==> src/rtl/uart_pkg.sv <==
// Shared types and defaults for the UART transmit path.
package uart_pkg;

   typedef enum logic [1:0] {
      S_IDLE  = 2'd0,
      S_START = 2'd1,
      S_DATA  = 2'd2,
      S_STOP  = 2'd3
   } uart_tx_state_t;

   localparam int   UART_OVERSAMPLE = 16;
   localparam int   UART_DATA_BITS  = 8;
   localparam logic UART_IDLE_LEVEL = 1'b1;

endpackage

==> src/rtl/uart_xmit_if.sv <==
// Byte handshake between an on-chip producer and the UART transmitter.
interface uart_xmit_if
   import uart_pkg::*;
#(
   parameter int DATA_BITS = UART_DATA_BITS
);
   logic [DATA_BITS-1:0] tx_byte;
   logic                 tx_valid;
   logic                 tx_ready;
   logic                 tx_busy;

   modport master (output tx_byte, output tx_valid, input tx_ready, input tx_busy);
   modport slave  (input tx_byte, input tx_valid, output tx_ready, output tx_busy);
endinterface

==> src/rtl/uart_bit_timer.sv <==
// Oversample tick counter: held at zero while clr_i, otherwise free-running with a wrap pulse.
module uart_bit_timer #(
   parameter int OVERSAMPLE = 16
) (
   input  logic uart_sampling_clk,
   input  logic rst,
   input  logic clr_i,
   output logic wrap_o
);
   localparam int TW = (OVERSAMPLE > 1) ? $clog2(OVERSAMPLE) : 1;

   logic [TW-1:0] tick_q;

   always_ff @(posedge uart_sampling_clk or posedge rst) begin
      if (rst) begin
         tick_q <= '0;
      end else if (clr_i) begin
         tick_q <= '0;
      end else begin
         tick_q <= tick_q + TW'(1);
      end
   end

   // Power-of-two OVERSAMPLE lets the counter wrap on its own after the last tick.
   assign wrap_o = !clr_i && (tick_q == TW'(OVERSAMPLE - 1));
endmodule

==> src/rtl/uart_xmit.sv <==
// UART transmitter with one-entry holding register; start, MSB-first data, stop bits.
// Define UART_TX_RTS_EN to gate frame starts on a synchronised USB_RTS (0 = PC ready).
module uart_xmit
   import uart_pkg::*;
#(
   parameter int OVERSAMPLE = UART_OVERSAMPLE,
   parameter int DATA_BITS  = UART_DATA_BITS,
   parameter int STOP_BITS  = 1
) (
   input  logic        uart_sampling_clk,
   input  logic        rst,
   uart_xmit_if.slave  tx_if,
   input  logic        USB_RTS,
   output logic        USB_TX
);
   localparam int BCW = $clog2(DATA_BITS + 1);

   uart_tx_state_t       state_q, state_d;
   logic [DATA_BITS-1:0] hold_q, hold_d;
   logic [DATA_BITS-1:0] shift_q, shift_d;
   logic                 hold_full_q, hold_full_d;
   logic [BCW-1:0]       bit_cnt_q, bit_cnt_d;
   logic                 tx_q, tx_d;
   logic                 busy_q;
   logic                 wrap;
   logic                 can_start;
   logic                 accept;

`ifdef UART_TX_RTS_EN
   logic [1:0] rts_sync_q;

   // Powers up as "PC not ready" so nothing leaves before RTS has been seen low.
   always_ff @(posedge uart_sampling_clk or posedge rst) begin
      if (rst) begin
         rts_sync_q <= 2'b11;
      end else begin
         rts_sync_q <= {rts_sync_q[0], USB_RTS};
      end
   end

   assign can_start = hold_full_q && !rts_sync_q[1];
`else
   logic unused_rts;
   assign unused_rts = USB_RTS;
   assign can_start  = hold_full_q;
`endif

   assign accept         = tx_if.tx_valid && !hold_full_q;
   assign tx_if.tx_ready = !hold_full_q;
   assign tx_if.tx_busy  = busy_q;
   assign USB_TX         = tx_q;

   uart_bit_timer #(.OVERSAMPLE(OVERSAMPLE)) u_timer (
      .uart_sampling_clk (uart_sampling_clk),
      .rst               (rst),
      .clr_i             (state_q == S_IDLE),
      .wrap_o            (wrap)
   );

   always_comb begin
      state_d     = state_q;
      hold_d      = hold_q;
      hold_full_d = hold_full_q;
      shift_d     = shift_q;
      bit_cnt_d   = bit_cnt_q;
      tx_d        = tx_q;

      // Accept only happens with hold empty, load only with hold full: never both.
      if (accept) begin
         hold_d      = tx_if.tx_byte;
         hold_full_d = 1'b1;
      end

      case (state_q)
         S_IDLE: begin
            if (can_start) begin
               shift_d     = hold_q;
               hold_full_d = 1'b0;
               tx_d        = 1'b0;
               state_d     = S_START;
            end
         end
         S_START: begin
            if (wrap) begin
               tx_d      = shift_q[DATA_BITS-1];
               bit_cnt_d = '0;
               state_d   = S_DATA;
            end
         end
         S_DATA: begin
            if (wrap) begin
               if (bit_cnt_q == BCW'(DATA_BITS - 1)) begin
                  tx_d      = UART_IDLE_LEVEL;
                  bit_cnt_d = '0;
                  state_d   = S_STOP;
               end else begin
                  shift_d   = shift_q << 1;
                  tx_d      = shift_d[DATA_BITS-1];
                  bit_cnt_d = bit_cnt_q + BCW'(1);
               end
            end
         end
         S_STOP: begin
            if (wrap) begin
               if (bit_cnt_q == BCW'(STOP_BITS - 1)) begin
                  if (can_start) begin
                     shift_d     = hold_q;
                     hold_full_d = 1'b0;
                     tx_d        = 1'b0;
                     state_d     = S_START;
                  end else begin
                     state_d = S_IDLE;
                  end
               end else begin
                  bit_cnt_d = bit_cnt_q + BCW'(1);
               end
            end
         end
         default: state_d = S_IDLE;
      endcase
   end

   always_ff @(posedge uart_sampling_clk or posedge rst) begin
      if (rst) begin
         state_q     <= S_IDLE;
         hold_q      <= '0;
         hold_full_q <= 1'b0;
         shift_q     <= '0;
         bit_cnt_q   <= '0;
         tx_q        <= UART_IDLE_LEVEL;
         busy_q      <= 1'b0;
      end else begin
         state_q     <= state_d;
         hold_q      <= hold_d;
         hold_full_q <= hold_full_d;
         shift_q     <= shift_d;
         bit_cnt_q   <= bit_cnt_d;
         tx_q        <= tx_d;
         busy_q      <= (state_d != S_IDLE);
      end
   end
endmodule

==> src/flat_wrapper.sv <==
// flat-port wrapper written by rule: the top's interface ports become plain ports
module uart_xmit_flat import uart_pkg::*;
#(
   parameter int OVERSAMPLE = UART_OVERSAMPLE,
   parameter int DATA_BITS  = UART_DATA_BITS,
   parameter int STOP_BITS  = 1
)
  (uart_sampling_clk, rst, USB_RTS, USB_TX, tx_if_tx_byte, tx_if_tx_valid, tx_if_tx_ready, tx_if_tx_busy);
  uart_xmit_if #(.DATA_BITS(DATA_BITS)) tx_if_i ();
  input  logic uart_sampling_clk;
  input  logic rst;
  input  logic USB_RTS;
  output logic USB_TX;
  input wire logic [$bits(tx_if_i.tx_byte)-1:0] tx_if_tx_byte;
  input wire logic [$bits(tx_if_i.tx_valid)-1:0] tx_if_tx_valid;
  output wire logic [$bits(tx_if_i.tx_ready)-1:0] tx_if_tx_ready;
  output wire logic [$bits(tx_if_i.tx_busy)-1:0] tx_if_tx_busy;
  assign tx_if_i.tx_byte = tx_if_tx_byte;
  assign tx_if_i.tx_valid = tx_if_tx_valid;
  assign tx_if_tx_ready = tx_if_i.tx_ready;
  assign tx_if_tx_busy = tx_if_i.tx_busy;
  uart_xmit #(.OVERSAMPLE(OVERSAMPLE), .DATA_BITS(DATA_BITS), .STOP_BITS(STOP_BITS)) u_core (.uart_sampling_clk(uart_sampling_clk), .rst(rst), .tx_if(tx_if_i), .USB_RTS(USB_RTS), .USB_TX(USB_TX));
endmodule
==> config.mk <==
export PLATFORM = sky130hd
export DESIGN_NAME = uart_xmit_flat
export DESIGN_NICKNAME = d
export VERILOG_FILES = /design/src/rtl/uart_pkg.sv /design/src/rtl/uart_xmit_if.sv /design/src/rtl/uart_bit_timer.sv /design/src/rtl/uart_xmit.sv /design/src/flat_wrapper.sv
export SDC_FILE = /design/constraint.sdc
export NUM_CORES = 1
export LEC_CHECK = 0
export ABC_CLOCK_PERIOD_IN_PS = 4100
export CELL_PAD_IN_SITES_DETAIL_PLACEMENT = 0
export CELL_PAD_IN_SITES_GLOBAL_PLACEMENT = 1
export CORE_ASPECT_RATIO = 1.2
export CORE_UTILIZATION = 45
export DETAILED_ROUTE_END_ITERATION = 10
export PLACE_DENSITY_LB_ADDON = 0.1
export SLEW_MARGIN = 0
export SYNTH_ARGS = -nofsm -noshare
export SYNTH_HDL_FRONTEND = slang
export SYNTH_SLANG_ARGS = --single-unit
==> constraint.sdc <==
create_clock -name uart_sampling_clk -period 4.1 [get_ports uart_sampling_clk]
set_input_delay 0.41 -clock uart_sampling_clk [delete_from_list [all_inputs] [get_ports uart_sampling_clk]]
set_output_delay 0.41 -clock uart_sampling_clk [all_outputs]
set_load 0.05 [all_outputs]
; ---- After elaboration in Yosys (flattened, before gate mapping)
; Index checks and enable logic that the tools add are counted.
[op_classes]
add_sub_neg = 2
mul = 0
div_mod_pow = 0
magnitude_cmp = 0
n_eq_ne = 11
shifts = 0
muxes = 33
n_bitwise = 0
reduce_logical = 12
[op_table]
columns = operator, n
row1 = 2-to-1 mux 8 bit, 5
row2 = 2-to-1 mux 4 bit, 6
row3 = one-hot mux 8 bit (3 select lines), 1
row4 = 2-to-1 mux 2 bit, 6
row5 = one-hot mux 4 bit (3 select lines), 1
row6 = 2-to-1 mux 1 bit, 11
row7 = "inequality test 2 bit, second input constant", 5
row8 = AND reduction 5 bit, 2
row9 = "adder 4 x 1 -> 4 bit, second input constant", 2
row10 = one-hot mux 2 bit (4 select lines), 1
row11 = nonzero test 3 bit, 2
row12 = "== test 2 bit, second input constant", 2
row13 = "== test 4 x 3 -> 1 bit, second input constant", 1
row14 = "== test 4 bit, second input constant", 1
row15 = logical NOT 4 bit, 1
row16 = one-hot mux 1 bit (4 select lines), 1
row17 = AND reduction 4 bit, 1
row18 = "== test 2 x 1 -> 1 bit, second input constant", 1
row19 = logical AND 1 bit, 2
row20 = logical NOT 1 bit, 2
row21 = logical NOT 2 bit, 1
row22 = "inequality test 2 x 1 -> 1 bit, second input constant", 1
row23 = one-hot mux 1 bit (2 select lines), 1
row24 = nonzero test 2 bit, 1
[totals]
ff_bits = 29
latch_bits = 0
ram_bits = 0
mem_bits_ro = 0
input_bits = 12
output_inout_bits = 3
memories = 0

; ---- Depth between registers and ports, before layout
; Gate-level depths: netlist of run 1.
[depth]
depth_word = 7
ltp_mapped = 9
depth_no_buf = 7

; ---- By module
; A second synthesis of run 1 with hierarchy kept.
[hier_totals]
hier_cells = 145
hier_area_um2 = 1582.8
[by_module_without_submodules]
columns = mod, n_inst, cells_each, area_per_inst_um2
row1 = uart_xmit, 1, 130, 1397.6
row2 = uart_bit_timer, 1, 15, 185.2

; ---- Least setup slack after synthesis of run 1
; OpenSTA, ideal clock, no wires.
[synth_timing]
path_kind = register to register
from = reg u_core.state_q[0]
to = reg u_core.bit_cnt_q[2]
setup_ps = 65
t_arrival_ps = 1766
required_ps = 4035
setup_slack_ps = 2269
path_stages_with_launch = 8
n_path_buf = 0
synth_period_minus_slack_ps = 1831
cell_sequence = dfrtp_1 -> inv_1 -> ha_1 -> nand4b_4 -> o21ai_1 -> nand3b_2 -> or4b_1 -> nand2_1
[synth_between]
elab_chain_len = 5
word_cells_on_any_way = 13
classes_between = eq/ne: 7 / mux: 1 / reduce/logical: 5
[synth_lines]
columns = element, line
row1 = "start, declared", uart_xmit.sv:18  ; uart_tx_state_t state_q, state_d;
row2 = "start signal, assigned", uart_xmit.sv:133  ; state_q <= state_d;
row3 = logical NOT 2 bit, uart_xmit.sv:56  ; .clr_i (state_q == S_IDLE),
row4 = logical NOT 1 bit, uart_bit_timer.sv:25  ; assign wrap_o = !clr_i && (tick_q == TW'(OVERSAMPLE - 1));
row5 = logical AND 1 bit, uart_bit_timer.sv:25
row6 = inequality test 2 bit (no source line), -
row7 = AND reduction 5 bit (no source line), -
row8 = "end signal, assigned", uart_xmit.sv:137  ; bit_cnt_q <= bit_cnt_d;
row9 = "end, declared", uart_xmit.sv:22  ; logic [BCW-1:0] bit_cnt_q, bit_cnt_d;
; Parallel ways exist; a longest one is shown, timed or not.
; A chain may end at the register's enable or synchronous reset.

; ---- Final worst setup path of run 1
[layout_timing]
from = reg u_core.state_q[0]
to = reg u_core.shift_q[4]
[layout_between]
elab_chain_len = 5
word_cells_on_any_way = 12
classes_between = eq/ne: 6 / mux: 1 / reduce/logical: 5
[layout_lines]
columns = element, line
row1 = logical NOT 2 bit, "uart_xmit.sv:56, uart_xmit.sv:74"
row2 = logical NOT 1 bit, uart_bit_timer.sv:25
row3 = logical AND 1 bit, uart_bit_timer.sv:25
row4 = inequality test 2 bit (no source line), -
row5 = AND reduction 5 bit (no source line), -
row6 = "end signal, assigned", uart_xmit.sv:136  ; shift_q <= shift_d;
row7 = "end, declared", uart_xmit.sv:20  ; logic [DATA_BITS-1:0] shift_q, shift_d;
; Parallel ways exist; a longest one is shown, timed or not.

==> impl_metrics.csv, run 1 <==
group,metric,value,unit
drt,via_count,1030,
cells_and_area,fillers,290,
logic_synthesis,syn_area,1500,µm²
setup_path,crit_path_start_kind,"register",
logic_synthesis,mappedNetlistNets,161,
power_and_ir_drop,p_int,0.641,mW
timing,max_freq,388,MHz
logic_synthesis,synth_top_area_share,46.7,%
hold_path,min_from,"u_core.u_timer.tick_q[0]$_DFF_PP0_",
timing,fin_crit_sh,62.9,%
timing,finalSetupViolCount,0,
die,ioPinCount,15,
logic_synthesis,ys_top_cells_by_area,"dfrtp_1 (47%), ha_1 (6.7%), mux2_2 (6.0%)",
setup_path,endpoint_kind,"register",
power_and_ir_drop,p_seq_share,46.2,%
power_and_ir_drop,switching_share,36.9,%
status,status,"finished, final reports clean",
logic_synthesis,ys_types,36,
setup_path,crit_path_max_incr_delay,0.66,ns
die,rows,22,
logic_synthesis,synth_cells,141,
clock_network,cts_buffers,5,
logic_synthesis,ys_seq_area_share,48.5,%
clock_network,post-cts-setup-buffers,0,
clock_network,tritoncts,"built",
global_route,grt_pass1_wl,4.68,mm
clock_network,cts_hold_buffers,0,
power_and_ir_drop,power_frac_clock,16.0,%
drt,wire_per_inst,13.2,µm
logic_synthesis,synth-main-ff-cell,"dfrtp_1",
clock_network,cts.sinks,29,
timing,relSlewSlack,26.9,%
place,portBuffers,13,
drt,route.detailed.drc,0,
global_route,antenna_found_initial,0,
power_and_ir_drop,leakage,0.771,nW
power_and_ir_drop,vdd_ir_drop_max,0.354,mV
cells_and_area,fin_nets,177,
timing,rsz0062_at_grt,"no",
global_route,grt_pass1_vias,1061,
timing,setup-tns-final,0,ns
global_route,grt_overflow_total,0,
die,floorplan.die_area,3570,µm²
clock_network,cts_resized,0,
drt,viasPerCell,5.31,
timing,slew_viol_final,0,
die,dieWidth,54.7,µm
drt,drt_iter0_drc,7,
logic_synthesis,ys_ff_latch,29,
logic_synthesis,yosysTopAreaCell,"dfrtp_1",
logic_synthesis,yosysMostFrequentCell,"dfrtp_1",
logic_synthesis,synthTopCellsByCount,"dfrtp_1 (28), o21ai_0 (16), nand2_1 (13)",
setup_path,critPathMaxFanout,17,
setup_path,required,4.27,ns
setup_path,crit_path_top_delay_cell,"ha_1",
clock_network,cts.path.max_buffers,2,
drt,ant_nets,0,
cells_and_area,diodes,0,
power_and_ir_drop,powerDensity,596,nW/µm²
place,place_congestion,0.808,
cells_and_area,areaGrowthSynthToFinish,13.7,%
timing,period_minus_slack,2.58,ns
cells_and_area,drive_gt1_share,13.3,%
setup_path,cp.buffers_inverters,1,
die,die_y,65.3,µm
logic_synthesis,synth-warning-count,0,
clock_network,clkSlewWorstSetupHoldPaths,0.09,ns
power_and_ir_drop,switching_power,0.375,mW
global_route,grt_max_degree,30,
setup_path,worstPathCellList,"inv_1 > ha_1 > and4b_2 > nor3_1 > o21ai_1 > o21ai_0",
drt,firstDrtPassIters,4,
place,dpl.hpwl,1.78,mm
setup_path,reg2reg_from,"u_core.state_q[0]$_DFF_PP0_",
clock_network,htree_levels,2,
hold_path,hold_class,"register to register",
setup_path,crit_start,"u_core.state_q[0]$_DFF_PP0_",
setup_path,crit_family,"compound AO/OA/AOI/OAI gates",
power_and_ir_drop,p_comb_share,37.7,%
global_route,grt_usage,18.8,%
logic_synthesis,synthArstFlopShare,100,%
timing,timing.hold.ws,0.461,ns
drt,drt_wl_total,2.57,mm
setup_path,crit_type,"register to register",
timing,worst_slew_pin_slew,1.10,ns
logic_synthesis,synth_edf_count,0,
logic_synthesis,synth_area_per_cell,10.6,µm²
power_and_ir_drop,power,1.02,mW
die,core_region_area,3110,µm²
clock_network,clock_latency,0.33,ns
setup_path,crit_arrival,2.74,ns
timing,fin_skew,0.0107,ns
job,max_cap_viol_count,0,
timing,hold_violations,0,
cells_and_area,fin_util,54.8,%
clock_network,cts-root-buf,"clkbuf_4",
die,start_util,48.2,%
worst register-to-register path: cells and delay by family (launching register included):
family	cells	cell delay [ns]
fa+ha+maj	1	0.66
simple gates	2	0.47
flops	1	0.43
compound gates	2	0.70
buf+inv	1	0.16
state kept, by name, summed over array words and instances, names as in the netlist:
register,count
u_core.can_start,1
u_core.u_timer.tick_q,4
u_core.hold_q,8
u_core.shift_q,8
u_core.tx_if.tx_busy,1
u_core.USB_TX,1
u_core.state_q,2
u_core.bit_cnt_q,4
routing by layer:
layer / wire length, µm / up-vias / GRT usage (%)
met5: 0 / - / 0
met4: 70 / 0 / 10.3
met3: 107 / 8 / 8.10
met2: 1160 / 17 / 27.9
met1: 1230 / 487 / 22.3
li1: - / 518 / -
kinds of logic after synthesis:
kind of cell	count (synthesis)	share of synthesized area [%]
AND/OR/NAND/NOR	45	17.1
flip-flops	29	48.5
buffers and inverters	11	3.00
multiplexers	16	11.3
XOR/XNOR	2	1.17
AO/OA/AOI/OAI	30	12.3
adder cells (fa/ha/maj)	8	6.67
power by group through the flow:
stage          clock [mW]  sequential (mW)  combinational (mW)
6_report            0.163            0.470               0.383
5_1_grt             0.188            0.488               0.436
4_1_cts             0.169            0.472               0.389
3_5_place_dp            0            0.476               0.387
3_3_place_gp            0            0.471               0.375
2_1_floorplan           0            0.484               0.281
layout by cell type (no fill, tap or decap):
cell / Yosys / final
clkbuf_1: 1 / 3
or4b_1: 1 / 1
o21ai_1: 3 / 3
a22o_1: 1 / 1
nand2b_1: 3 / 3
a21o_1: 1 / 1
o21bai_1: 1 / 1
nand4b_4: 1 / 1
nor2b_1: 3 / 3
o22a_1: 1 / 1
mux2_2: 8 / 8
nand3b_1: 1 / 1
xnor2_1: 1 / 1
xor2_1: 1 / 1
or3b_1: 1 / 1
clkbuf_4: 0 / 5
a2111oi_2: 1 / 1
nand3b_2: 1 / 1
and3_1: 1 / 1
nor3b_1: 1 / 1
o21ai_0: 16 / 16
clkdlybuf4s50_1: 0 / 13
dfrtp_1: 28 / 28
nor2_1: 10 / 10
nor3_1: 2 / 2
nor2_2: 1 / 1
nand3_1: 3 / 3
a21oi_1: 5 / 5
or3_2: 1 / 1
o311ai_2: 1 / 1
dfstp_2: 1 / 1
and2b_1: 1 / 1
mux2i_1: 8 / 8
ha_1: 8 / 8
and4b_2: 1 / 1
inv_1: 7 / 7
nand2_1: 13 / 13
path summary, 6_finish.rpt:
check                      depth (start not counted)                                  to  slack [ns]
max                                                6       u_core.shift_q[4]$_DFFE_PP0P_        1.52
min                                                1  u_core.u_timer.tick_q[0]$_DFF_PP0_        0.46
max reg2reg                                        6       u_core.shift_q[4]$_DFFE_PP0P_        1.52
min reg2reg                                        1  u_core.u_timer.tick_q[0]$_DFF_PP0_        0.46
max in group asynchronous                          2        u_core.hold_q[0]$_DFFE_PP0P_        2.78
min in group asynchronous                          2         u_core.state_q[1]$_DFF_PP0_        0.66
metrics by stage:
| stage | std cells | cell area (µm²) | worst slack (ns) |
|---|---|---|---|
| finish | 194 | 1710 | 1.52 |
| global route | 194 | 1710 | 1.28 |
| CTS | 194 | 1710 | 1.50 |
| detailed placement | 186 | 1660 | 1.52 |
| global placement | 186 | 1660 | 1.55 |
| floorplan | 141 | 1500 | 2.27 |
cell type report:
| type | count | area (µm²) | share of cell area (%) |
|---|---|---|---|
| clock buffers | 8 | 48.8 | 2.86 |
| inverters | 7 | 26.3 | 1.54 |
| flip-flops and latches | 29 | 727 | 42.6 |
| multi-input cells | 101 | 728 | 42.7 |
| repair buffers | 13 | 130 | 7.63 |
| well taps | 36 | 45.0 | 2.64 |
No activity file was read; power rests on OpenSTA's default activity.
==> inputs of run 2 (changes only) <==
--- a/config.mk
+++ b/config.mk
@@ -5,11 +5,11 @@
 export SDC_FILE = /design/constraint.sdc
 export NUM_CORES = 1
 export LEC_CHECK = 0
-export ABC_CLOCK_PERIOD_IN_PS = 4100
+export ABC_CLOCK_PERIOD_IN_PS = 2200
 export CELL_PAD_IN_SITES_DETAIL_PLACEMENT = 0
 export CELL_PAD_IN_SITES_GLOBAL_PLACEMENT = 1
 export CORE_ASPECT_RATIO = 1.2
-export CORE_UTILIZATION = 45
+export CORE_UTILIZATION = 40
 export DETAILED_ROUTE_END_ITERATION = 10
 export PLACE_DENSITY_LB_ADDON = 0.1
 export SLEW_MARGIN = 0
==> constraint.sdc (replaced) <==
create_clock -name uart_sampling_clk -period 2.2 [get_ports uart_sampling_clk]
set_input_delay 0.22 -clock uart_sampling_clk [delete_from_list [all_inputs] [get_ports uart_sampling_clk]]
set_output_delay 0.22 -clock uart_sampling_clk [all_outputs]
set_load 0.05 [all_outputs]
==> run 2 against run 1 <==
Sequential share of layout area fell by 2.3 points. Worst setup slack worse by 1.3 ns. Die area increased by 12%. Utilization down 4.8 points. Wire length increased by 9.2%. Clock skew is 0.0026 ns lower. Global-route usage decreased by 2.7 points.
==> impl_metrics.csv, run 2 (synthesized netlist as in run 1, its figures left out) <==
group,metric,value,unit
cells_and_area,fin_util,50.0,%
drt,firstDrtPassIters,4,
timing,finalSetupViolCount,0,
clock_network,cts_resized,0,
setup_path,endpoint_kind,"register",
timing,max_freq,506,MHz
setup_path,rr_worst_depth,7,
timing,relSlewSlack,67.5,%
cells_and_area,drive_gt1_share,18.4,%
hold_path,hold_class,"input port to asynchronous set/reset pin",
timing,worst_slew_pin_slew,0.486,ns
setup_path,required,2.42,ns
setup_path,crit_path_start_kind,"register",
clock_network,htree_levels,2,
power_and_ir_drop,leakage,0.822,nW
clock_network,cts.sinks,29,
clock_network,tritoncts,"built",
timing,fin_skew,0.00811,ns
global_route,grt_pass1_wl,4.81,mm
setup_path,crit_path_max_incr_delay,0.49,ns
drt,drt_iter0_drc,57,
clock_network,cts_buffers,5,
setup_path,crit_family,"simple AND/OR/NAND/NOR gates",
setup_path,critPathMaxFanout,8,
global_route,grt_overflow_total,0,
die,die_y,69.1,µm
timing,setup-tns-final,0,ns
cells_and_area,instances_no_fill,202,
timing,slew_viol_final,0,
cells_and_area,top_regs,"u_core.hold_q x8, u_core.shift_q x8",
power_and_ir_drop,vdd_ir_drop_max,0.597,mV
drt,viasPerCell,5.18,
clock_network,clkSlewWorstSetupHoldPaths,0.07,ns
clock_network,cts.path.max_buffers,2,
setup_path,cp.buffers_inverters,1,
cells_and_area,mostFrequentLayoutCells,"dfrtp_1 (28), o21ai_0 (16), nand2_1 (13), clkdlybuf4s50_1 (13), nor2_1 (10)",
timing,rsz0062_at_grt,"no",
drt,drt_wl_total,2.80,mm
setup_path,crit_path_top_delay_cell,"or4b_1",
drt,ant_nets,0,
global_route,grt_usage,16.1,%
drt,route.detailed.drc,0,
timing,fin_crit_sh,89.8,%
drt,wire_per_inst,13.9,µm
place,numPlacedInstances,194,
global_route,grt_pass1_vias,1097,
power_and_ir_drop,powerDensity,1170,nW/µm²
cells_and_area,fin_nets,182,
setup_path,reg2reg_from,"u_core.state_q[0]$_DFF_PP0_",
clock_network,cts_hold_buffers,0,
place,portBuffers,13,
setup_path,crit_type,"register to register",
place,place_congestion,0.769,
die,dieWidth,57.9,µm
cells_and_area,fillers,355,
global_route,antenna_found_initial,0,
setup_path,r2r_slack,0.23,ns
die,core_region_area,3600,µm²
cells_and_area,multi_input_area,731,µm²
clock_network,clock_latency,0.28,ns
drt,via_count,1046,
clock_network,cts-root-buf,"clkbuf_8",
cells_and_area,regArea,727,µm²
setup_path,worstPathCellList,"inv_1 > ha_2 > nand4b_4 > o21ai_1 > nand3b_2 > or4b_1 > nand2_1",
die,rows,24,
setup_path,r2r_end,"u_core.bit_cnt_q[2]$_DFFE_PP0P_",
cells_and_area,areaGrowthSynthToFinish,20.1,%
timing,period_minus_slack,1.97,ns
clock_network,post-cts-setup-buffers,0,
cells_and_area,diodes,0,
setup_path,crit_arrival,2.19,ns
timing,hold_violations,0,
cells_and_area,final_common_cell,"dfrtp_1",
place,dpl.hpwl,1.99,mm
global_route,grt_max_degree,30,
die,ioPinCount,15,
job,max_cap_viol_count,0,
die,start_util,41.6,%
status,status,"finished, final reports clean",
die,floorplan.die_area,4000,µm²
==> run 2: metrics by stage <==
step	instance area [µm²]	hold slack [ns]	power, mW	setup slack [ns]
floorplan	1500	0.297	1.43	0.369
global placement	1700	0.443	1.62	0.192
detailed placement	1700	0.447	1.65	0.164
CTS	1800	0.327	2.15	0.132
global route	1800	0.366	2.27	0.0487
finish	1800	0.316	2.11	0.225
==> run 2: where the power goes <==
| group | leakage, nW | internal, mW | total (mW) | switching, mW |
|---|---|---|---|---|
| Sequential | 0.360 | 0.745 | 0.884 | 0.138 |
| Combinational | 0.407 | 0.347 | 0.750 | 0.403 |
| Clock | 0.0542 | 0.282 | 0.479 | 0.197 |
==> run 2: per-layer routing <==
metal	wire length, µm	vias up	track usage [%]
li1	-	528	-
met1	1230	500	19.4
met2	1460	16	26.4
met3	86	2	5.07
met4	19	0	6.35
met5	0	-	0
==> run 2: how the worst max path moves through the flow <==
stage                                 from                               to  slack, ns  depth (start not counted)
3_5_place_dp   u_core.state_q[0]$_DFF_PP0_  u_core.bit_cnt_q[2]$_DFFE_PP0P_       0.16                          7
2_1_floorplan  u_core.state_q[0]$_DFF_PP0_  u_core.bit_cnt_q[2]$_DFFE_PP0P_       0.37                          7
4_1_cts        u_core.state_q[0]$_DFF_PP0_  u_core.bit_cnt_q[2]$_DFFE_PP0P_       0.13                          7
6_report       u_core.state_q[0]$_DFF_PP0_  u_core.bit_cnt_q[2]$_DFFE_PP0P_       0.23                          7
3_3_place_gp   u_core.state_q[0]$_DFF_PP0_  u_core.bit_cnt_q[2]$_DFFE_PP0P_       0.19                          7
5_1_grt        u_core.state_q[0]$_DFF_PP0_  u_core.bit_cnt_q[2]$_DFFE_PP0P_       0.05                          7
==> run 2: layout make-up <==
type / instances / area share, %
Sequential cell: 29 / 40.3
Inverter: 7 / 1.46
Clock inverter: 1 / 0.278
Clock buffer: 7 / 5.35
Timing Repair Buffer: 18 / 9.31
Multi-Input combinational cell: 101 / 40.6
Tap cell: 39 / 2.71
==> run 2: worst register-to-register path, delay by kind of cell, from the launching register on <==
kind                     cells  cell delay (ns)
adder cells (fa/ha/maj)      1             0.25
buffers and inverters        1             0.12
AND/OR/NAND/NOR              4             0.95
flip-flops                   1             0.40
AO/OA/AOI/OAI                1             0.19
